[config.mk]
export PLATFORM = sky130hd
export DESIGN_NAME = cpu_boot_ctrl
export DESIGN_NICKNAME = d
export VERILOG_FILES = /design/src/rtl/cpu_sys_pkg.sv /design/src/rtl/cpu_boot_ctrl.sv
export SDC_FILE = /design/constraint.sdc
export NUM_CORES = 1
export LEC_CHECK = 0
export CORE_MARGIN = 2
export CORE_UTILIZATION = 37
export CTS_CLUSTER_DIAMETER = 30
export CTS_CLUSTER_SIZE = 8
export DETAILED_ROUTE_END_ITERATION = 8
export PLACE_DENSITY = 0.77
export SETUP_SLACK_MARGIN = 0.05
export SLEW_MARGIN = 20
export SYNTH_ARGS = -nofsm -noshare
export SYNTH_HDL_FRONTEND = slang
export SYNTH_SLANG_ARGS = --single-unit
[constraint.sdc]
create_clock -name clk -period 1.61 [get_ports clk]
set_input_delay 0.322 -clock clk [delete_from_list [all_inputs] [get_ports clk]]
set_output_delay 0.322 -clock clk [all_outputs]
set_load 0.03 [all_outputs]
[src/rtl/cpu_sys_pkg.sv]
// Shared types and sizes for the accumulator CPU system: boot FSM states
// and the 64x8 RAM geometry.
package cpu_sys_pkg;

    localparam int ADDR_W    = 6;
    localparam int DATA_W    = 8;
    localparam int MEM_DEPTH = 64;

    localparam logic [ADDR_W-1:0] LAST_ADDR = 6'd63;

    typedef enum logic [2:0] {
        ST_HOLD    = 3'd0,
        ST_LOAD    = 3'd1,
        ST_FILL    = 3'd2,
        ST_RELEASE = 3'd3,
        ST_RUN     = 3'd4
    } boot_state_t;

endpackage

[src/rtl/cpu_boot_ctrl.sv]
// Boot/run controller: streams a program image into RAM, then releases the CPU.
// Optional macro RAM_ZERO_FILL_EN zero-fills the RAM tail after a short image.
module cpu_boot_ctrl
    import cpu_sys_pkg::*;
#(
    parameter int MAX_CYCLES = 0,
    parameter int CNT_W      = 16
) (
    input  logic              clk,
    input  logic              reset,
    input  logic              load_start,
    input  logic              run_start,
    input  logic              halt,
    input  logic              ld_valid,
    input  logic [DATA_W-1:0] ld_data,
    input  logic              ld_last,
    output logic              ld_ready,
    output logic              cpu_reset,
    input  logic [ADDR_W-1:0] cpu_addr,
    input  logic              cpu_rw,
    input  logic [DATA_W-1:0] cpu_wdata,
    output logic [DATA_W-1:0] cpu_rdata,
    output logic [ADDR_W-1:0] mem_addr,
    output logic              mem_we,
    output logic [DATA_W-1:0] mem_wdata,
    input  logic [DATA_W-1:0] mem_rdata,
    output logic              busy,
    output logic              running,
    output logic              timeout,
    output logic [CNT_W-1:0]  run_cycles
);

    boot_state_t       state_r;
    logic [ADDR_W-1:0] ptr_r;
    logic              cpu_reset_r;
    logic              timeout_r;
    logic [CNT_W-1:0]  run_cycles_r;

    logic              xfer_s;
    logic              load_end_s;
    logic              budget_hit_s;
    logic [CNT_W-1:0]  run_cycles_inc_s;

    assign xfer_s           = ld_valid && (state_r == ST_LOAD);
    assign load_end_s       = xfer_s && (ld_last || (ptr_r == LAST_ADDR));
    assign budget_hit_s     = (MAX_CYCLES != 0) && (run_cycles_r == CNT_W'(MAX_CYCLES - 1));
    assign run_cycles_inc_s = (run_cycles_r == {CNT_W{1'b1}}) ? run_cycles_r
                                                              : run_cycles_r + CNT_W'(1);

    // Boot FSM with registered CPU reset, load pointer, budget counter and sticky timeout.
    always_ff @(posedge clk) begin
        if (reset) begin
            state_r      <= ST_HOLD;
            ptr_r        <= '0;
            cpu_reset_r  <= 1'b1;
            timeout_r    <= 1'b0;
            run_cycles_r <= '0;
        end else begin
            if (load_start || run_start) begin
                timeout_r <= 1'b0;
            end
            case (state_r)
                ST_HOLD: begin
                    cpu_reset_r <= 1'b1;
                    if (load_start) begin
                        state_r <= ST_LOAD;
                        ptr_r   <= '0;
                    end else if (run_start) begin
                        state_r <= ST_RELEASE;
                    end
                end
                ST_LOAD: begin
                    if (xfer_s) begin
                        ptr_r <= ptr_r + 6'd1;
                    end
                    if (halt) begin
                        state_r <= ST_HOLD;
                    end else if (load_end_s) begin
`ifdef RAM_ZERO_FILL_EN
                        state_r <= (ptr_r == LAST_ADDR) ? ST_HOLD : ST_FILL;
`else
                        state_r <= ST_HOLD;
`endif
                    end
                end
`ifdef RAM_ZERO_FILL_EN
                ST_FILL: begin
                    ptr_r <= ptr_r + 6'd1;
                    if (halt || (ptr_r == LAST_ADDR)) begin
                        state_r <= ST_HOLD;
                    end
                end
`endif
                ST_RELEASE: begin
                    if (halt) begin
                        state_r <= ST_HOLD;
                    end else begin
                        cpu_reset_r  <= 1'b0;
                        run_cycles_r <= '0;
                        state_r      <= ST_RUN;
                    end
                end
                ST_RUN: begin
                    run_cycles_r <= run_cycles_inc_s;
                    if (halt) begin
                        cpu_reset_r <= 1'b1;
                        state_r     <= ST_HOLD;
                    end else if (load_start) begin
                        cpu_reset_r <= 1'b1;
                        ptr_r       <= '0;
                        state_r     <= ST_LOAD;
                    end else if (budget_hit_s) begin
                        timeout_r   <= 1'b1;
                        cpu_reset_r <= 1'b1;
                        state_r     <= ST_HOLD;
                    end
                end
                default: begin
                    cpu_reset_r <= 1'b1;
                    state_r     <= ST_HOLD;
                end
            endcase
        end
    end

    // RAM port ownership: loader/filler outside RUN, CPU pass-through in RUN.
    always_comb begin
        mem_addr  = ptr_r;
        mem_we    = 1'b0;
        mem_wdata = 8'h00;
        case (state_r)
            ST_LOAD: begin
                mem_we    = ld_valid;
                mem_wdata = ld_data;
            end
`ifdef RAM_ZERO_FILL_EN
            ST_FILL: begin
                mem_we = 1'b1;
            end
`endif
            ST_RUN: begin
                // a reload request already fences the CPU off the RAM this cycle
                mem_addr  = cpu_addr;
                mem_we    = ~cpu_rw & ~load_start;
                mem_wdata = cpu_wdata;
            end
            default: begin
                mem_we = 1'b0;
            end
        endcase
    end

    assign cpu_rdata  = mem_rdata;
    assign ld_ready   = (state_r == ST_LOAD);
    assign busy       = (state_r == ST_LOAD) || (state_r == ST_FILL) || (state_r == ST_RELEASE);
    assign running    = (state_r == ST_RUN);
    assign cpu_reset  = cpu_reset_r;
    assign timeout    = timeout_r;
    assign run_cycles = run_cycles_r;

endmodule
==> flow_summary_export.csv, run 1 <==
group,metric,value,unit
status,status,"complete, but fails checks",
status,violations,"DRC, setup timing",
floorplanning,die_h,71.9,um
worst_setup_path,reg2reg_depth,5,
worst_setup_path,max_stage_delay,430,ps
detailed_routing,ant_nets,0,
power_and_ir_drop,ir_worst_vdd,0.435,mV
flow_run,cap_violations,0,
cts,clkSinkCount,26,
layout,drive_gt1_frac,0.425,
sta,skew,2.59,ps
layout,post-route-util,0.709,
detailed_routing,first_pass_iters,6,
detailed_routing,route.vias.total,2127,
synth,syn-num-nets,259,
floorplanning,core_area,4380,um2
power_and_ir_drop,powerDensity,513,nW/um2
synth,avgSynthCellArea,7.78,um2
worst_setup_path,crit_family,"simple AND/OR/NAND/NOR gates",
sta,max_freq,533,MHz
synth,synthTopCellsByArea,"dfxtp_1 (31%), nand2_1 (6.2%), buf_4 (4.8%), a31oi_1 (4.8%), a22o_1 (4.1%)",
global_route,grtUsageTotal,0.231,
worst_setup_path,critical_path_class,"reg2out",
floorplanning,rows,24,
cts,clk_latency,280,ps
cts,tritoncts,"done",
sta,fin_crit_sh,1.17,
synth,ys_seq_area_frac,0.305,
sta,setup_viol,35,
synth,async_flop_share,0,
synth,syn_inst,219,
sta,final_hold_viol_count,0,
placed_design,gp_congestion,0.866,
layout,fin_cells,367,
synth,synth_top_cell_area_share,0.305,
layout,fill_cells,331,
cts,root_buffer,"clkbuf_8",
cts,clockBufferDepth,2,
layout,layout_commonest_cell,"buf_4",
hold_path,hold_path_class,"reg2reg",
worst_setup_path,crit_path_cell_trace,"or3b_4, inv_4, buf_12, nand2_2, nand2_4, buf_6",
cts,cts_max_level,1,
detailed_routing,drc,1,
worst_setup_path,startpoint_type,"flip-flop",
placed_design,dp_cells,351,
cts,clk_pin_slew_worst_paths,100,ps
cts,cts_buffers,3,
synth,synth.distinct_cells,52,
floorplanning,dieWidth,71.9,um
hold_path,hold_depth,1,
floorplanning,die-area,5160,um2
synth,yosys_warnings,0,
sta,min_period,1880,ps
global_route,grt_antenna_before_repair,0,
worst_setup_path,cp.buffers_inverters,3,
sta,setup_ws,-266,ps
worst_setup_path,crit_required,1290,ps
layout,multi_input_area,1320,um2
layout,fin_nets,356,
layout,diodes,0,
worst_setup_path,r2r_setup_slack,-240,ps
global_route,grt_pass1_vias,2065,
synth,synth.cell_area,1700,um2
synth,synthFlopType,"dfxtp_1",
hold_path,worstHoldStart,"run_cycles[13]$_SDFFE_PP0P_",
sta,slew_viol_final,0,
worst_setup_path,crit_arrival,1550,ps
synth,yosysTopAreaCell,"dfxtp_1",
worst_setup_path,cp_slowest_cell,"or3b_4",
detailed_routing,via_per_inst,5.80,
detailed_routing,post_drt_wl_per_cell,16.3,um
synth,ys_ff_latch,26,
layout,mostFrequentLayoutCells,"buf_4 (36), buf_6 (28), clkdlybuf4s50_1 (27)",
power_and_ir_drop,total_leakage_power,1.35,nW
detailed_routing,wirelength,6000,um
power_and_ir_drop,finalPower,1.59,mW
global_route,grt_pass1_wl,9750,um
worst_setup_path,r2r_end,"run_cycles[2]$_SDFFE_PP0P_",
worst_setup_path,worst-path-max-fanout,8,
placed_design,hpwl,4090,um
global_route,overflow,0,
placed_design,io_buffers,64,
floorplanning,initial_core_util,0.389,
sta,grt_setup_unrepaired,"true",
worst_setup_path,cp-end-kind,"primary output",
layout,area_growth,82.5,%
hold_path,hold_end,"run_cycles[13]$_SDFFE_PP0P_",
detailed_routing,drt_iter0_drc,171,
sta,finalSetupTns,-6420,ps
global_route,grt_max_degree,16,
synth,synth-edff-count,0,
floorplanning,ios,82,
layout,seq_area,537,um2
worst_setup_path,r2r_start,"state_r[1]$_SDFFE_PP0P_",
[sequential cells by signal (all words and copies together), names as in the netlist]
| register | flops |
|---|---|
| run_cycles | 16 |
| cpu_reset | 1 |
| state_r | 3 |
| ptr_r | 6 |
[stage by stage]
stage / setup slack (ps) / cell area [um2] / hold WS, ps
final: -266 / 3110 / 499
after global routing: -301 / 3110 / 527
after CTS: -248 / 2960 / 481
after detailed placement: -371 / 2740 / 463
after global placement: -286 / 2740 / 459
after floorplan: -158 / 1930 / 401
[final cells by class]
class                      instances  share of cell area
sequential                        26               0.173
tap                               52              0.0209
inverter                           9              0.0117
clock buffer                       4              0.0213
multi-input combinational        163               0.426
timing repair buffer             113               0.348
[power by group]
group | internal, mW | switching (mW)
logic | 0.233 | 0.202
clock network | 0.271 | 0.233
registers | 0.649 | 0.00682
[what timing repair did]
| action | in CTS | in global routing |
|---|---|---|
| hold buffers | 0 | 0 |
| setup endpoints to repair | 52 | 38 |
| pin swaps | 9 | 23 |
| gates resized for setup | 58 | 24 |
| buffers inserted | 4 | 7 |
| cloned | 1 | 0 |
[worst max path at each step]
stage / start / to / depth (start not counted)
floorplan: state_r[0]$_SDFFE_PP0P_ / mem_we / 5
global placement: load_start / ptr_r[3]$_SDFFE_PP0P_ / 5
detailed placement: load_start / ptr_r[3]$_SDFFE_PP0P_ / 5
CTS: state_r[0]$_SDFFE_PP0P_ / mem_addr[4] / 6
global route: state_r[1]$_SDFFE_PP0P_ / mem_addr[4] / 6
finish: state_r[1]$_SDFFE_PP0P_ / mem_addr[1] / 6
[routing by layer]
metal  global-route usage  vias to the layer above  routed length (um)  part of all wire
li1                     -                     1014                   -                 -
met1                0.302                     1027                2530              0.42
met2                0.404                       78                3090              0.52
met3               0.0253                        8                 305             0.051
met4               0.0629                        0                  66             0.011
met5                    0                        -                   0                 0
[logic make-up (layout without fill, tap and decap cells)]
group,count (synthesis),in the layout,share of synthesized area
buffers and inverters,30,126,0.101
DFF,26,26,0.305
other,1,1,0.00220
and+or+nand+nor,87,87,0.278
adders and majority gates,2,2,0.0147
muxes,1,1,0.00587
AOI/OAI and AO/OA,72,72,0.294
[synthesized netlist by cell type, drive strengths merged (2+ instances only)]
library cell  instances
a211oi                2
a21boi                2
a21oi                 7
a22o                  8
a311oi                4
a31o                  2
a31oi                13
and3                  5
and4                  4
buf                  15
clkbuf                6
dfxtp                26
ha                    2
inv                   9
nand2                28
nand2b                4
nand3                11
nand3b                2
nand4                 4
nor2                 10
nor3                  5
o211ai                2
o21a                  3
o21ai                14
o22ai                 2
o31ai                 4
or2                   2
or4                   4
Note: power is estimated with default switching activity, not from simulation.
==> inputs of run 2 (changes only) <==
--- a/config.mk
+++ b/config.mk
@@ -6,11 +6,11 @@
 export NUM_CORES = 1
 export LEC_CHECK = 0
 export CORE_MARGIN = 2
-export CORE_UTILIZATION = 37
+export CORE_UTILIZATION = 40
 export CTS_CLUSTER_DIAMETER = 30
-export CTS_CLUSTER_SIZE = 8
+export CTS_CLUSTER_SIZE = 20
 export DETAILED_ROUTE_END_ITERATION = 8
-export PLACE_DENSITY = 0.77
+export PLACE_DENSITY = 0.79
 export SETUP_SLACK_MARGIN = 0.05
 export SLEW_MARGIN = 20
 export SYNTH_ARGS = -nofsm -noshare
==> constraint.sdc (replaced) <==
create_clock -name clk -period 2.35 [get_ports clk]
set_input_delay 0.47 -clock clk [delete_from_list [all_inputs] [get_ports clk]]
set_output_delay 0.47 -clock clk [all_outputs]
set_load 0.03 [all_outputs]
==> flow_summary_export.csv, run 2 (synthesized netlist as in run 1, its figures left out) <==
group,metric,value,unit
status,status,"finished clean",
floorplanning,die-area,4800,um2
worst_setup_path,crit_arrival,1700,ps
worst_setup_path,cp-end-kind,"primary output",
sta,max_freq,462,MHz
placed_design,io_buffers,64,
placed_design,gp_congestion,0.776,
placed_design,placed_area,2320,um2
layout,fin_nets,316,
layout,fill_cells,392,
layout,diodes,0,
detailed_routing,wirelength,4590,um
sta,skew,2.07,ps
floorplanning,rows,23,
detailed_routing,post_drt_wl_per_cell,14.1,um
cts,clkSinkCount,26,
sta,setup_ws,184,ps
floorplanning,initial_core_util,0.420,
sta,holdWs,478,ps
detailed_routing,drt_iter0_drc,90,
power_and_ir_drop,ir_worst_vdd,0.263,mV
sta,min_period,2170,ps
detailed_routing,wl_met2,2140,um
sta,slew_viol_final,0,
detailed_routing,highest_layer,"met4",
worst_setup_path,startpoint_type,"flip-flop",
detailed_routing,drc,0,
detailed_routing,ant_nets,0,
layout,drive_gt1_frac,0.149,
layout,mostFrequentLayoutCells,"clkdlybuf4s50_1 (47), nand2_1 (28), dfxtp_1 (25)",
global_route,overflow,0,
hold_path,worstHoldStart,"cpu_reset$_SDFFE_PP1P_",
floorplanning,ios,82,
worst_setup_path,crit_required,1880,ps
worst_setup_path,r2r_setup_slack,390,ps
detailed_routing,route.vias.total,1880,
layout,fin_cells,325,
detailed_routing,first_pass_iters,4,
worst_setup_path,cp_slowest_cell,"or3b_1",
worst_setup_path,cp_common_cell,"buf_4",
sta,setup_viol,0,
sta,grt_setup_unrepaired,"false",
power_and_ir_drop,total_leakage_power,0.868,nW
power_and_ir_drop,powerDensity,396,nW/um2
layout,layout_commonest_cell,"clkdlybuf4s50_1",
cts,cts_setup_buffers,0,
cts,root_buffer,"clkbuf_8",
sta,fin_crit_sh,0.922,
detailed_routing,dr_wl_met3,318,um
cts,cts_buffers,3,
detailed_routing,via_per_inst,5.78,
global_route,grtUsageTotal,0.192,
floorplanning,die_h,69.3,um
flow_run,cap_violations,0,
worst_setup_path,r2r_start,"state_r[1]$_SDFFE_PP0P_",
cts,clk_pin_slew_worst_paths,90,ps
cts,clk_latency,260,ps
global_route,grt_antenna_before_repair,0,
layout,largest_register_ffs,16,
sta,final_hold_viol_count,0,
global_route,grt_max_degree,24,
floorplanning,dieWidth,69.3,um
layout,area_growth,39.9,%
cts,cts_max_level,1,
detailed_routing,wl_met1,2070,um
worst_setup_path,crit_family,"simple AND/OR/NAND/NOR gates",
placed_design,pre_cts_ws,242,ps
global_route,grt_pass1_wl,7930,um
worst_setup_path,crit_start,"state_r[1]$_SDFFE_PP0P_",
floorplanning,core_area,4060,um2
worst_setup_path,critical_path_class,"reg2out",
worst_setup_path,crit_path_cell_trace,"or3b_1, buf_4, o31ai_2, buf_4",
cts,clockBufferDepth,2,
worst_setup_path,cp.buffers_inverters,2,
placed_design,dp_cells,321,
hold_path,hold_path_class,"reg2reg",
worst_setup_path,worst-path-max-fanout,18,
global_route,grt_pass1_vias,1727,
placed_design,hpwl,3430,um
worst_setup_path,max_stage_delay,450,ps
layout,final_area,2380,um2
cts,tritoncts,"done",
sta,finalSetupTns,0,ps
[run 2: worst register-to-register path, delay by kind of cell (launching register included)]
kind / cells / cell delay (ps)
DFF: 1 / 370
buffers and inverters: 1 / 230
AOI/OAI and AO/OA: 2 / 420
and+or+nand+nor: 2 / 860
[run 2: report_power, final]
| group | internal, mW | switching, mW | total [mW] |
|---|---|---|---|
| Sequential | 0.446 | 0.00876 | 0.454 |
| Combinational | 0.104 | 0.0997 | 0.204 |
| Clock | 0.150 | 0.137 | 0.286 |
| Total | 0.699 | 0.245 | 0.944 |
[run 2: layout make-up]
cell class,instances,area (um2),share of cell area
clock buffers,4,55.1,0.0231
inverters,9,36.3,0.0152
multi-input cells,163,1020,0.427
flip-flops and latches,26,522,0.219
well taps,50,62.6,0.0262
repair buffers,73,691,0.290
[run 2: final timing paths]
path / endpoint / cells past startpoint
worst max-delay path: mem_we / 4
worst min-delay path: cpu_reset$_SDFFE_PP1P_ / 1
worst max register to register: run_cycles[13]$_SDFFE_PP0P_ / 5
worst min register to register: cpu_reset$_SDFFE_PP1P_ / 1
[run 2: per-layer routing]
metal	track usage	up-vias
li1	-	932
met1	0.250	878
met2	0.319	64
met3	0.0407	6
met4	0.0545	0
met5	0	-
[run 2: per-stage QoR]
stage	total power, mW	utilization
finish	0.944	0.587
global route	0.990	0.587
CTS	0.951	0.586
detailed placement	0.668	0.573
global placement	0.665	0.573
floorplan	0.590	-
[run 2: what timing repair did]
action / CTS / global route
gates resized for setup: 0 / 3
endpoints found under the setup margin: 0 / 15
hold buffers: 0 / 0
